`src/rtl/mips_core_pkg.sv`:
```
// mips_core_pkg: shared core widths and ALU control encoding.
package mips_core_pkg;
  localparam int DATA_WIDTH = 32;
  localparam int TAG_WIDTH = 4;
  typedef enum logic [3:0] {
    ALUCTL_NOP, ALUCTL_ADD, ALUCTL_ADDU, ALUCTL_SUB, ALUCTL_SUBU,
    ALUCTL_AND, ALUCTL_OR, ALUCTL_XOR, ALUCTL_NOR, ALUCTL_SLT,
    ALUCTL_SLTU, ALUCTL_SLL, ALUCTL_SRL, ALUCTL_SRA, ALUCTL_LUI
  } alu_ctl_t;
endpackage

```
`src/rtl/reserv_stat_alu_ifc.sv`:
```
// reserv_stat_alu_ifc: issue channel from reservation station to ALU.
interface reserv_stat_alu_ifc #(parameter int TAG_WIDTH = mips_core_pkg::TAG_WIDTH);
  import mips_core_pkg::*;
  logic valid;
  alu_ctl_t alu_ctl;
  logic [DATA_WIDTH-1:0] op1;
  logic [DATA_WIDTH-1:0] op2;
  logic [TAG_WIDTH-1:0] tag;
  modport out (output valid, alu_ctl, op1, op2, tag);
  modport in (input valid, alu_ctl, op1, op2, tag);
endinterface

```
`src/rtl/rs_select.sv`:
```
// rs_select: priority encoder returning the lowest set request index.
module rs_select #(
  parameter int DEPTH = 4
) (
  input  logic [DEPTH-1:0] req,
  output logic [$clog2(DEPTH)-1:0] idx,
  output logic found
);
  localparam int IW = $clog2(DEPTH);
  always_comb begin
    idx = '0;
    found = 1'b0;
    for (int i = DEPTH - 1; i >= 0; i--) begin
      if (req[i]) begin
        idx = IW'(i);
        found = 1'b1;
      end
    end
  end
endmodule

```
`src/rtl/alu_reservation_station.sv`:
```
// alu_reservation_station: collapsing-queue ALU reservation station with CDB wakeup
// and oldest-ready issue.
module alu_reservation_station
  import mips_core_pkg::*;
#(
  parameter int DEPTH = 4,
  parameter int TAG_WIDTH = mips_core_pkg::TAG_WIDTH
) (
  input  logic clk,
  input  logic rst,
  input  logic flush,
  input  logic disp_valid,
  output logic disp_ready,
  input  alu_ctl_t disp_alu_ctl,
  input  logic [DATA_WIDTH-1:0] disp_op1,
  input  logic [DATA_WIDTH-1:0] disp_op2,
  input  logic disp_op1_rdy,
  input  logic disp_op2_rdy,
  input  logic [TAG_WIDTH-1:0] disp_op1_tag,
  input  logic [TAG_WIDTH-1:0] disp_op2_tag,
  input  logic [TAG_WIDTH-1:0] disp_tag,
  input  logic cdb_valid,
  input  logic [TAG_WIDTH-1:0] cdb_tag,
  input  logic [DATA_WIDTH-1:0] cdb_result,
  reserv_stat_alu_ifc.out issue
);
  localparam int IW = $clog2(DEPTH);
  localparam int CW = $clog2(DEPTH + 1);
  typedef struct packed {
    alu_ctl_t alu_ctl;
    logic [DATA_WIDTH-1:0] op1;
    logic [DATA_WIDTH-1:0] op2;
    logic op1_rdy;
    logic op2_rdy;
    logic [TAG_WIDTH-1:0] op1_tag;
    logic [TAG_WIDTH-1:0] op2_tag;
    logic [TAG_WIDTH-1:0] tag;
  } rs_entry_t;
  rs_entry_t ent [DEPTH];
  rs_entry_t woke [DEPTH];
  rs_entry_t nxt [DEPTH];
  rs_entry_t new_ent;
  logic [CW-1:0] count;
  logic [CW-1:0] post;
  logic [DEPTH-1:0] req;
  logic [IW-1:0] sel;
  logic found;
  logic accept;
  // Only operands still waiting compare tags; the dispatch bypass reuses this.
  function automatic rs_entry_t wake(input rs_entry_t e, input logic v,
                                     input logic [TAG_WIDTH-1:0] t,
                                     input logic [DATA_WIDTH-1:0] r);
    rs_entry_t w;
    w = e;
    if (v && !w.op1_rdy && w.op1_tag == t) begin
      w.op1 = r;
      w.op1_rdy = 1'b1;
    end
    if (v && !w.op2_rdy && w.op2_tag == t) begin
      w.op2 = r;
      w.op2_rdy = 1'b1;
    end
    return w;
  endfunction
  assign disp_ready = count < CW'(DEPTH);
  assign accept = disp_valid && disp_ready && !flush;
  assign post = count - CW'(found);
  always_comb begin
    new_ent = wake('{alu_ctl: disp_alu_ctl, op1: disp_op1, op2: disp_op2,
                     op1_rdy: disp_op1_rdy, op2_rdy: disp_op2_rdy,
                     op1_tag: disp_op1_tag, op2_tag: disp_op2_tag, tag: disp_tag},
                   cdb_valid, cdb_tag, cdb_result);
    for (int i = 0; i < DEPTH; i++) begin
      req[i] = (i < int'(count)) && ent[i].op1_rdy && ent[i].op2_rdy;
      woke[i] = wake(ent[i], cdb_valid, cdb_tag, cdb_result);
    end
  end
  rs_select #(.DEPTH(DEPTH)) u_select (.req(req), .idx(sel), .found(found));
  // Entries above the issued slot shift down; the new entry lands at the post-collapse tail.
  always_comb begin
    for (int i = 0; i < DEPTH; i++) begin
      nxt[i] = (found && i >= int'(sel)) ? woke[(i < DEPTH - 1) ? i + 1 : i] : woke[i];
      if (accept && i == int'(post)) nxt[i] = new_ent;
    end
  end
  always_ff @(posedge clk or posedge rst) begin
    if (rst) begin
      count <= '0;
      for (int i = 0; i < DEPTH; i++) ent[i] <= '0;
    end else if (flush) begin
      count <= '0;
      for (int i = 0; i < DEPTH; i++) ent[i] <= '0;
    end else begin
      count <= post + CW'(accept);
      for (int i = 0; i < DEPTH; i++) ent[i] <= nxt[i];
    end
  end
  assign issue.valid = found;
  assign issue.alu_ctl = found ? ent[sel].alu_ctl : ALUCTL_NOP;
  assign issue.op1 = found ? ent[sel].op1 : '0;
  assign issue.op2 = found ? ent[sel].op2 : '0;
  assign issue.tag = found ? ent[sel].tag : '0;
endmodule

```
`src/flat_wrapper.sv`:
```
// flat-port wrapper written by rule: the top's interface ports become plain ports
module alu_reservation_station_flat import mips_core_pkg::*;
#(
  parameter int DEPTH = 4,
  parameter int TAG_WIDTH = mips_core_pkg::TAG_WIDTH
)
  (clk, rst, flush, disp_valid, disp_ready, disp_alu_ctl, disp_op1, disp_op2, disp_op1_rdy, disp_op2_rdy, disp_op1_tag, disp_op2_tag, disp_tag, cdb_valid, cdb_tag, cdb_result, issue_valid, issue_alu_ctl, issue_op1, issue_op2, issue_tag);
  reserv_stat_alu_ifc #(.TAG_WIDTH(TAG_WIDTH)) issue_i ();
  input  logic clk;
  input  logic rst;
  input  logic flush;
  input  logic disp_valid;
  output logic disp_ready;
  input  alu_ctl_t disp_alu_ctl;
  input  logic [DATA_WIDTH-1:0] disp_op1;
  input  logic [DATA_WIDTH-1:0] disp_op2;
  input  logic disp_op1_rdy;
  input  logic disp_op2_rdy;
  input  logic [TAG_WIDTH-1:0] disp_op1_tag;
  input  logic [TAG_WIDTH-1:0] disp_op2_tag;
  input  logic [TAG_WIDTH-1:0] disp_tag;
  input  logic cdb_valid;
  input  logic [TAG_WIDTH-1:0] cdb_tag;
  input  logic [DATA_WIDTH-1:0] cdb_result;
  output wire logic [$bits(issue_i.valid)-1:0] issue_valid;
  output wire logic [$bits(issue_i.alu_ctl)-1:0] issue_alu_ctl;
  output wire logic [$bits(issue_i.op1)-1:0] issue_op1;
  output wire logic [$bits(issue_i.op2)-1:0] issue_op2;
  output wire logic [$bits(issue_i.tag)-1:0] issue_tag;
  assign issue_valid = issue_i.valid;
  assign issue_alu_ctl = issue_i.alu_ctl;
  assign issue_op1 = issue_i.op1;
  assign issue_op2 = issue_i.op2;
  assign issue_tag = issue_i.tag;
  alu_reservation_station #(.DEPTH(DEPTH), .TAG_WIDTH(TAG_WIDTH)) u_core (.clk(clk), .rst(rst), .flush(flush), .disp_valid(disp_valid), .disp_ready(disp_ready), .disp_alu_ctl(disp_alu_ctl), .disp_op1(disp_op1), .disp_op2(disp_op2), .disp_op1_rdy(disp_op1_rdy), .disp_op2_rdy(disp_op2_rdy), .disp_op1_tag(disp_op1_tag), .disp_op2_tag(disp_op2_tag), .disp_tag(disp_tag), .cdb_valid(cdb_valid), .cdb_tag(cdb_tag), .cdb_result(cdb_result), .issue(issue_i));
endmodule
```
`config.mk`:
```
export PLATFORM = sky130hd
export DESIGN_NAME = alu_reservation_station_flat
export DESIGN_NICKNAME = d
export VERILOG_FILES = /design/src/rtl/mips_core_pkg.sv /design/src/rtl/reserv_stat_alu_ifc.sv /design/src/rtl/rs_select.sv /design/src/rtl/alu_reservation_station.sv /design/src/flat_wrapper.sv
export SDC_FILE = /design/constraint.sdc
export NUM_CORES = 1
export LEC_CHECK = 0
export BUFFER_PORTS_ARGS = -buffer_cell sky130_fd_sc_hd__buf_2
export CAP_MARGIN = 20
export CORE_MARGIN = 2
export CORE_UTILIZATION = 55
export DETAILED_ROUTE_END_ITERATION = 8
export HOLD_SLACK_MARGIN = 0.1
export PLACE_DENSITY = 0.85
export SKIP_LAST_GASP = 1
export SYNTH_ARGS = -nofsm -noshare
export SYNTH_HDL_FRONTEND = slang
export SYNTH_SLANG_ARGS = --single-unit
export TNS_END_PERCENT = 5
```
`constraint.sdc`:
```
create_clock -name clk -period 10.4 [get_ports clk]
set_input_delay 0.52 -clock clk [delete_from_list [all_inputs] [get_ports clk]]
set_output_delay 0.52 -clock clk [all_outputs]
set_load 0.02 [all_outputs]
```
Word-level counts from Yosys, hierarchy flattened. Index checks and enable logic that the tools add are counted.

Bits in registers: 331. Output and inout bits: 74.

Reduce and logical (&&, ||, !) cells: 55. Bitwise operators: 1. Muxes and demuxes: 44. Eq/ne operators: 13. Add/sub/neg operators: 2. Magnitude comparators: 9.

Operators with widths (number): two-way mux 82 bit (9); two-way mux 32 bit (12); two-way mux 328 bit (1); binary-select mux 82 bit (select 2 bit) (1); == test 4 bit (10); logical AND 1 bit (37); two-way mux 1 bit (14); zero test 1 bit (11); nonzero test 3 bit (3); two-way mux 2 bit (4); two-way mux 4 bit (2); nonzero test 4 bit (2); == test 3 bit (first input constant) (2); < comparator 1 x 3 -> 1 bit (first input constant) (2); < comparator 2 x 3 -> 1 bit (first input constant) (2); >= comparator 1 x 2 -> 1 bit (first input constant) (2); adder 3 x 1 -> 3 bit (1); == test 2 x 3 -> 1 bit (first input constant) (1); >= comparator 3 bit (second input constant) (1); zero test 3 bit (1); < comparator 3 bit (second input constant) (1); two-way mux 3 bit (1); inverter 2 -> 3 bit (1); subtractor 3 x 1 -> 3 bit (1); 2 further kinds (2).

Depth between registers and ports, before layout.
Word-level depth: 12. Depth in mapped cells: 16. Gate-level depth less buffers: 10.

Cells and area by module. Synthesis repeated with hierarchy kept, for this count alone.

Cell total of the unflattened synthesis: 2173. Area total of the unflattened synthesis: 21428.1 um^2.

Modules (own cells, without submodules): alu_reservation_station (seq. area each 8282.9 um^2, times used 1, area each 21393.0 um^2, cells an instance 2166); rs_select (seq. area each 0.0 um^2, times used 1, area each 35.0 um^2, cells an instance 7).

Least setup slack after synthesis. Ideal clock, no wire load.

Kind: flip-flop to flip-flop. From: register u_core.count[2]. To: register, netlist name u_core.ent[225]. Arrival: 3545 ps. Library setup time: 138 ps. Slack: 6717 ps. Cell stages (with the launch flop): 16. Required time: 10262 ps. Cell sequence: dfrtp_1 > o311ai_4 > o211a_1 > buf_2 > buf_2 > nand2_1 > ha_1 > ha_1 > or4b_1 > or2_1 > buf_2 > and2_1 > buf_2 > buf_2 > o221ai_1 > o22ai_1.

Longest elaborated chain between the ends: 12.

Ends and longest elaborated chain: from (decl) (RTL line alu_reservation_station.sv:43) `logic [CW-1:0] count;`; from (signal assigned) (RTL line alu_reservation_station.sv:94) `count <= post + CW'(accept);`; < comparator 2 x 3 -> 1 bit (RTL line alu_reservation_station.sv:74) `req[i] = (i < int'(count)) && ent[i].op1_rdy && ent[i].op2_rdy;`; logical AND 1 bit (2 in series) (RTL line alu_reservation_station.sv:74); two-way mux 1 bit (3 in series) (RTL line rs_select.sv:14) `if (req[i]) begin`; two-way mux 1 bit * (RTL line rs_select.sv:14); net issue_valid (RTL line flat_wrapper.sv:25) `output wire logic [$bits(issue_i.valid)-1:0] issue_valid;`; subtractor 3 x 1 -> 3 bit (RTL line alu_reservation_station.sv:67) `assign post = count - CW'(found);`; == test 2 x 3 -> 1 bit (RTL line alu_reservation_station.sv:83) `if (accept && i == int'(post)) nxt[i] = new_ent;`; logical AND 1 bit (RTL line alu_reservation_station.sv:83); two-way mux 82 bit * (RTL line alu_reservation_station.sv:83); two-way mux 328 bit * (RTL line alu_reservation_station.sv:90) `end else if (flush) begin`.

The timed path passes the listed nets; every way through them passes the cells marked *. The select of a mux whose other input is x is not followed. A chain may end at the register's enable or synchronous reset.

Worst setup path in the final report.
From: register u_core.count[2]. To: register, netlist name u_core.ent[65].

Longest elaborated chain between the ends: 12.

Ends and longest elaborated chain (RTL line): < comparator 2 x 3 -> 1 bit (alu_reservation_station.sv:74); logical AND 1 bit (2 in series) (alu_reservation_station.sv:74); two-way mux 1 bit (4 in series) (rs_select.sv:14); subtractor 3 x 1 -> 3 bit (alu_reservation_station.sv:67); == test 3 bit (alu_reservation_station.sv:83); logical AND 1 bit * (alu_reservation_station.sv:83); two-way mux 82 bit * (alu_reservation_station.sv:83); two-way mux 328 bit * (alu_reservation_station.sv:90).

Every way passes the cells marked *; elsewhere a longest branch is shown, timed or not. The select of a mux whose other input is x is not followed.

==> metrics.yaml <==
outcome:
  status: "completed"
floorplanning:
  rows: 70
  dieArea_sq_mm: 0.03838
  die_w_um: 195.9
  core_sq_mm: 0.03643
  die_y_um: 195.9
  io_pins: 197
  initial_core_util_pct: 55.60
detailed_routing:
  wire_per_inst_um: 27.74
  drtPass1Iterations: 8
  drc: 0
  vias: 20548
  avgViaCountPerCell: 7.605
  initialDrtViolationCount: 3522
  ant_nets: 0
  drt-total-wl_um: 74970
place:
  placedInstanceArea_sq_mm: 0.02122
  dpl.hpwl_um: 41920
  dp.cells: 2628
  pre_cts_ws_ns: 5.584
  gp_congestion: 0.8865
  numPortBuffers: 196
job:
  maxCapViolCount: 0
power:
  clock_power_share_pct: 33.1
  peakVddDrop_v: 0.0001167
  p_sw_share_pct: 35.01
  p_leak_uw: 0.01077
  power_density_mw_per_mm2: 174.2
  power.internal_uw: 2537
  switching_power_uw: 1367
  pwr-share-comb_pct: 24.8
  power_frac_seq_pct: 42.1
clock_tree:
  clock_latency_ns: 0.55
  root_buffer: "clkbuf_16"
  cts_tree: "yes"
  cts_inserted_buffers: 38
  clk_pin_slew_ns: 0.06
  clockBufferDepth: 3
  cts-resized-gates: 0
  cts_setup_buffers: 0
  hold_buffers: 0
  ctsHtreeMaxLevel: 2
  cts_sinks: 331
synth:
  synth_area_per_cell_sq_um: 9.322
  synth.cell_area_sq_mm: 0.02026
  synth_edf_count: 0
  async_flop_share_pct: 100.0
  ys_seq_area_share_pct: 40.89
  syn_inst: 2173
  ys_types: 61
  synth_seq_cells: 331
  synth_ff_type: "dfrtp_1"
  syn_nets: 2298
  yosys_warnings: 0
critical_path:
  critPathArrivalTime_ns: 5.52
  critPathKind: "register to register"
  worst_setup_path_end_kind: "register"
  reg2reg_setup_slack_ns: 5.28
  cp-startpoint: "u_core.count[2]"
  r2r_start: "u_core.count[2]"
  worstPathRequired_ns: 10.80
  crit_path_max_fanout: 58
  cp-start-kind: "register"
layout:
  syn2layout_area_growth_pct: 10.61
  final_util_pct: 61.49
  fin_area_sq_mm: 0.02241
  layout.nets: 2325
  fin_cells: 2702
  nFillCells: 2941
  mostFrequentLayoutCell: "dfrtp_1"
  layout-drive-gt1-share_pct: 16.64
  layout_common_cells: "dfrtp_1 (331), mux2i_1 (232), nand2_1 (198)"
sta:
  fin_crit_sh_pct: 49.25
  min_period_ns: 5.122
  timing.fmax_mhz: 195.2
  fin_skew_ns: 0.02307
  slew_violations: 0
  hold_violations: 0
  finalSetupTns_ns: 0
  setup_viol: 0
  tightest_slew_ns: 1.156
  setup_ws_ns: 5.278
  rsz0062_at_grt: "no"
  maxSlewHeadroom_pct: 22.91
global_routing:
  use_met1_pct: 48.71
  grt_max_degree: 113
  grt-ovfl-total: 0
  grt_pass1_wl_um: 114900
  grt_use_met3_pct: 9.524
  grt_use_total_pct: 37.96
  use_met2_pct: 56.37
  grt_pass1_vias: 20260
  grt_most_used_layer: "met2"
  grt_antenna_before_repair: 5
worst_hold_path:
  worstHoldPathType: "input pin to asynchronous set/reset pin"
power by group through the flow:
stage,clock (uW),sequential [uW],combinational (uW)
2_1_floorplan,0,1610,643
6_report,1290,1640,967
3_3_place_gp,0,1640,891
3_5_place_dp,0,1650,925
4_1_cts,1290,1630,932
5_1_grt,1340,1660,1020
Yosys cell counts, types with 3 or more instances:
| cell type | instances | share of area, % |
|---|---|---|
| dfrtp_1 | 331 | 41 |
| nor2_1 | 133 | 2.5 |
| mux2_4 | 23 | 1.7 |
| o221ai_1 | 161 | 7.0 |
| inv_1 | 11 | 0.20 |
| mux2_2 | 18 | 1.0 |
| mux2_1 | 23 | 1.3 |
| buf_4 | 8 | 0.30 |
| and2_1 | 3 | 0.093 |
| a21boi_0 | 33 | 1.2 |
| mux2i_1 | 232 | 11 |
| o21ai_0 | 117 | 2.9 |
| o211ai_1 | 3 | 0.11 |
| clkbuf_1 | 190 | 3.5 |
| o22ai_1 | 141 | 4.4 |
| nand3_1 | 39 | 0.96 |
| nand2b_1 | 12 | 0.37 |
| buf_2 | 35 | 0.86 |
| xor2_1 | 19 | 0.82 |
| and3_1 | 33 | 1.0 |
| a21oi_1 | 190 | 4.7 |
| buf_6 | 8 | 0.44 |
| xnor2_1 | 11 | 0.48 |
| a22o_1 | 32 | 1.4 |
| nand2_1 | 200 | 3.7 |
| nor2b_1 | 6 | 0.19 |
| a221o_1 | 32 | 1.6 |
| nor3_1 | 9 | 0.22 |
| buf_1 | 10 | 0.19 |
| a311oi_1 | 48 | 2.1 |
| o21ai_1 | 18 | 0.44 |
state kept, by name, summed over array words and instances, names as in the netlist:
register and count:
u_core.ent 328, u_core.count 3
layer usage:
layer  part of all wire [%]  vias up
li1                       -     8303
met1                     36     9895
met2                     43     1922
met3                     14      422
met4                    7.1        6
met5                   0.12        -
metrics by stage:
stage	power [uW]	hold slack (ns)
finish	3904	0.1053
detailed placement	2577	0.4748
global placement	2528	0.4682
floorplan	2252	0.4566
CTS	3853	0.1610
global route	4022	0.1808
area by class of cell:
type	instances	area, sq um	area share (%)
Multi-Input combinational cell	1579	11000	49.10
Sequential cell	331	8283	36.97
Timing Repair Buffer	238	1296	5.785
Clock buffer	60	1104	4.925
Tap cell	468	585.6	2.614
Clock inverter	9	67.56	0.3016
Inverter	12	55.05	0.2457
Antenna cell	5	12.51	0.05584
worst max-delay path, stage by stage (launching register included):
cell and delay, ns:
dfrtp_1 0.58, o311ai_4 0.37, o211a_1 0.76, nand2_1 0.21, ha_1 0.29, ha_1 0.23, or4b_1 0.54, nor3_2 0.37
buf_4 0.61, nor2_4 0.11, buf_4 0.45, o21ai_0 0.26, o21ai_0 0.15
final timing paths:
path,endpoint,cells past startpoint
max,u_core.ent[65],12
min,u_core.ent[67],2
max reg2reg,u_core.ent[65],12
min reg2reg,u_core.ent[313],2
max in group asynchronous,u_core.ent[102],3
min in group clk,u_core.ent[81],3
logic make-up (layout without fill, tap and decap cells):
family / count (synthesis) / after routing / synth area share, %
AO/OA/AOI/OAI: 798 / 798 / 26.88
AND/OR/NAND/NOR: 453 / 453 / 9.815
flip-flops: 331 / 331 / 40.89
multiplexers: 296 / 296 / 15.45
buffers and inverters: 263 / 319 / 5.547
XOR/XNOR: 30 / 30 / 1.297
adder cells (fa/ha/maj): 2 / 2 / 0.1235
other: 0 / 5 / 0
Note: power is estimated with default switching activity, not from simulation.
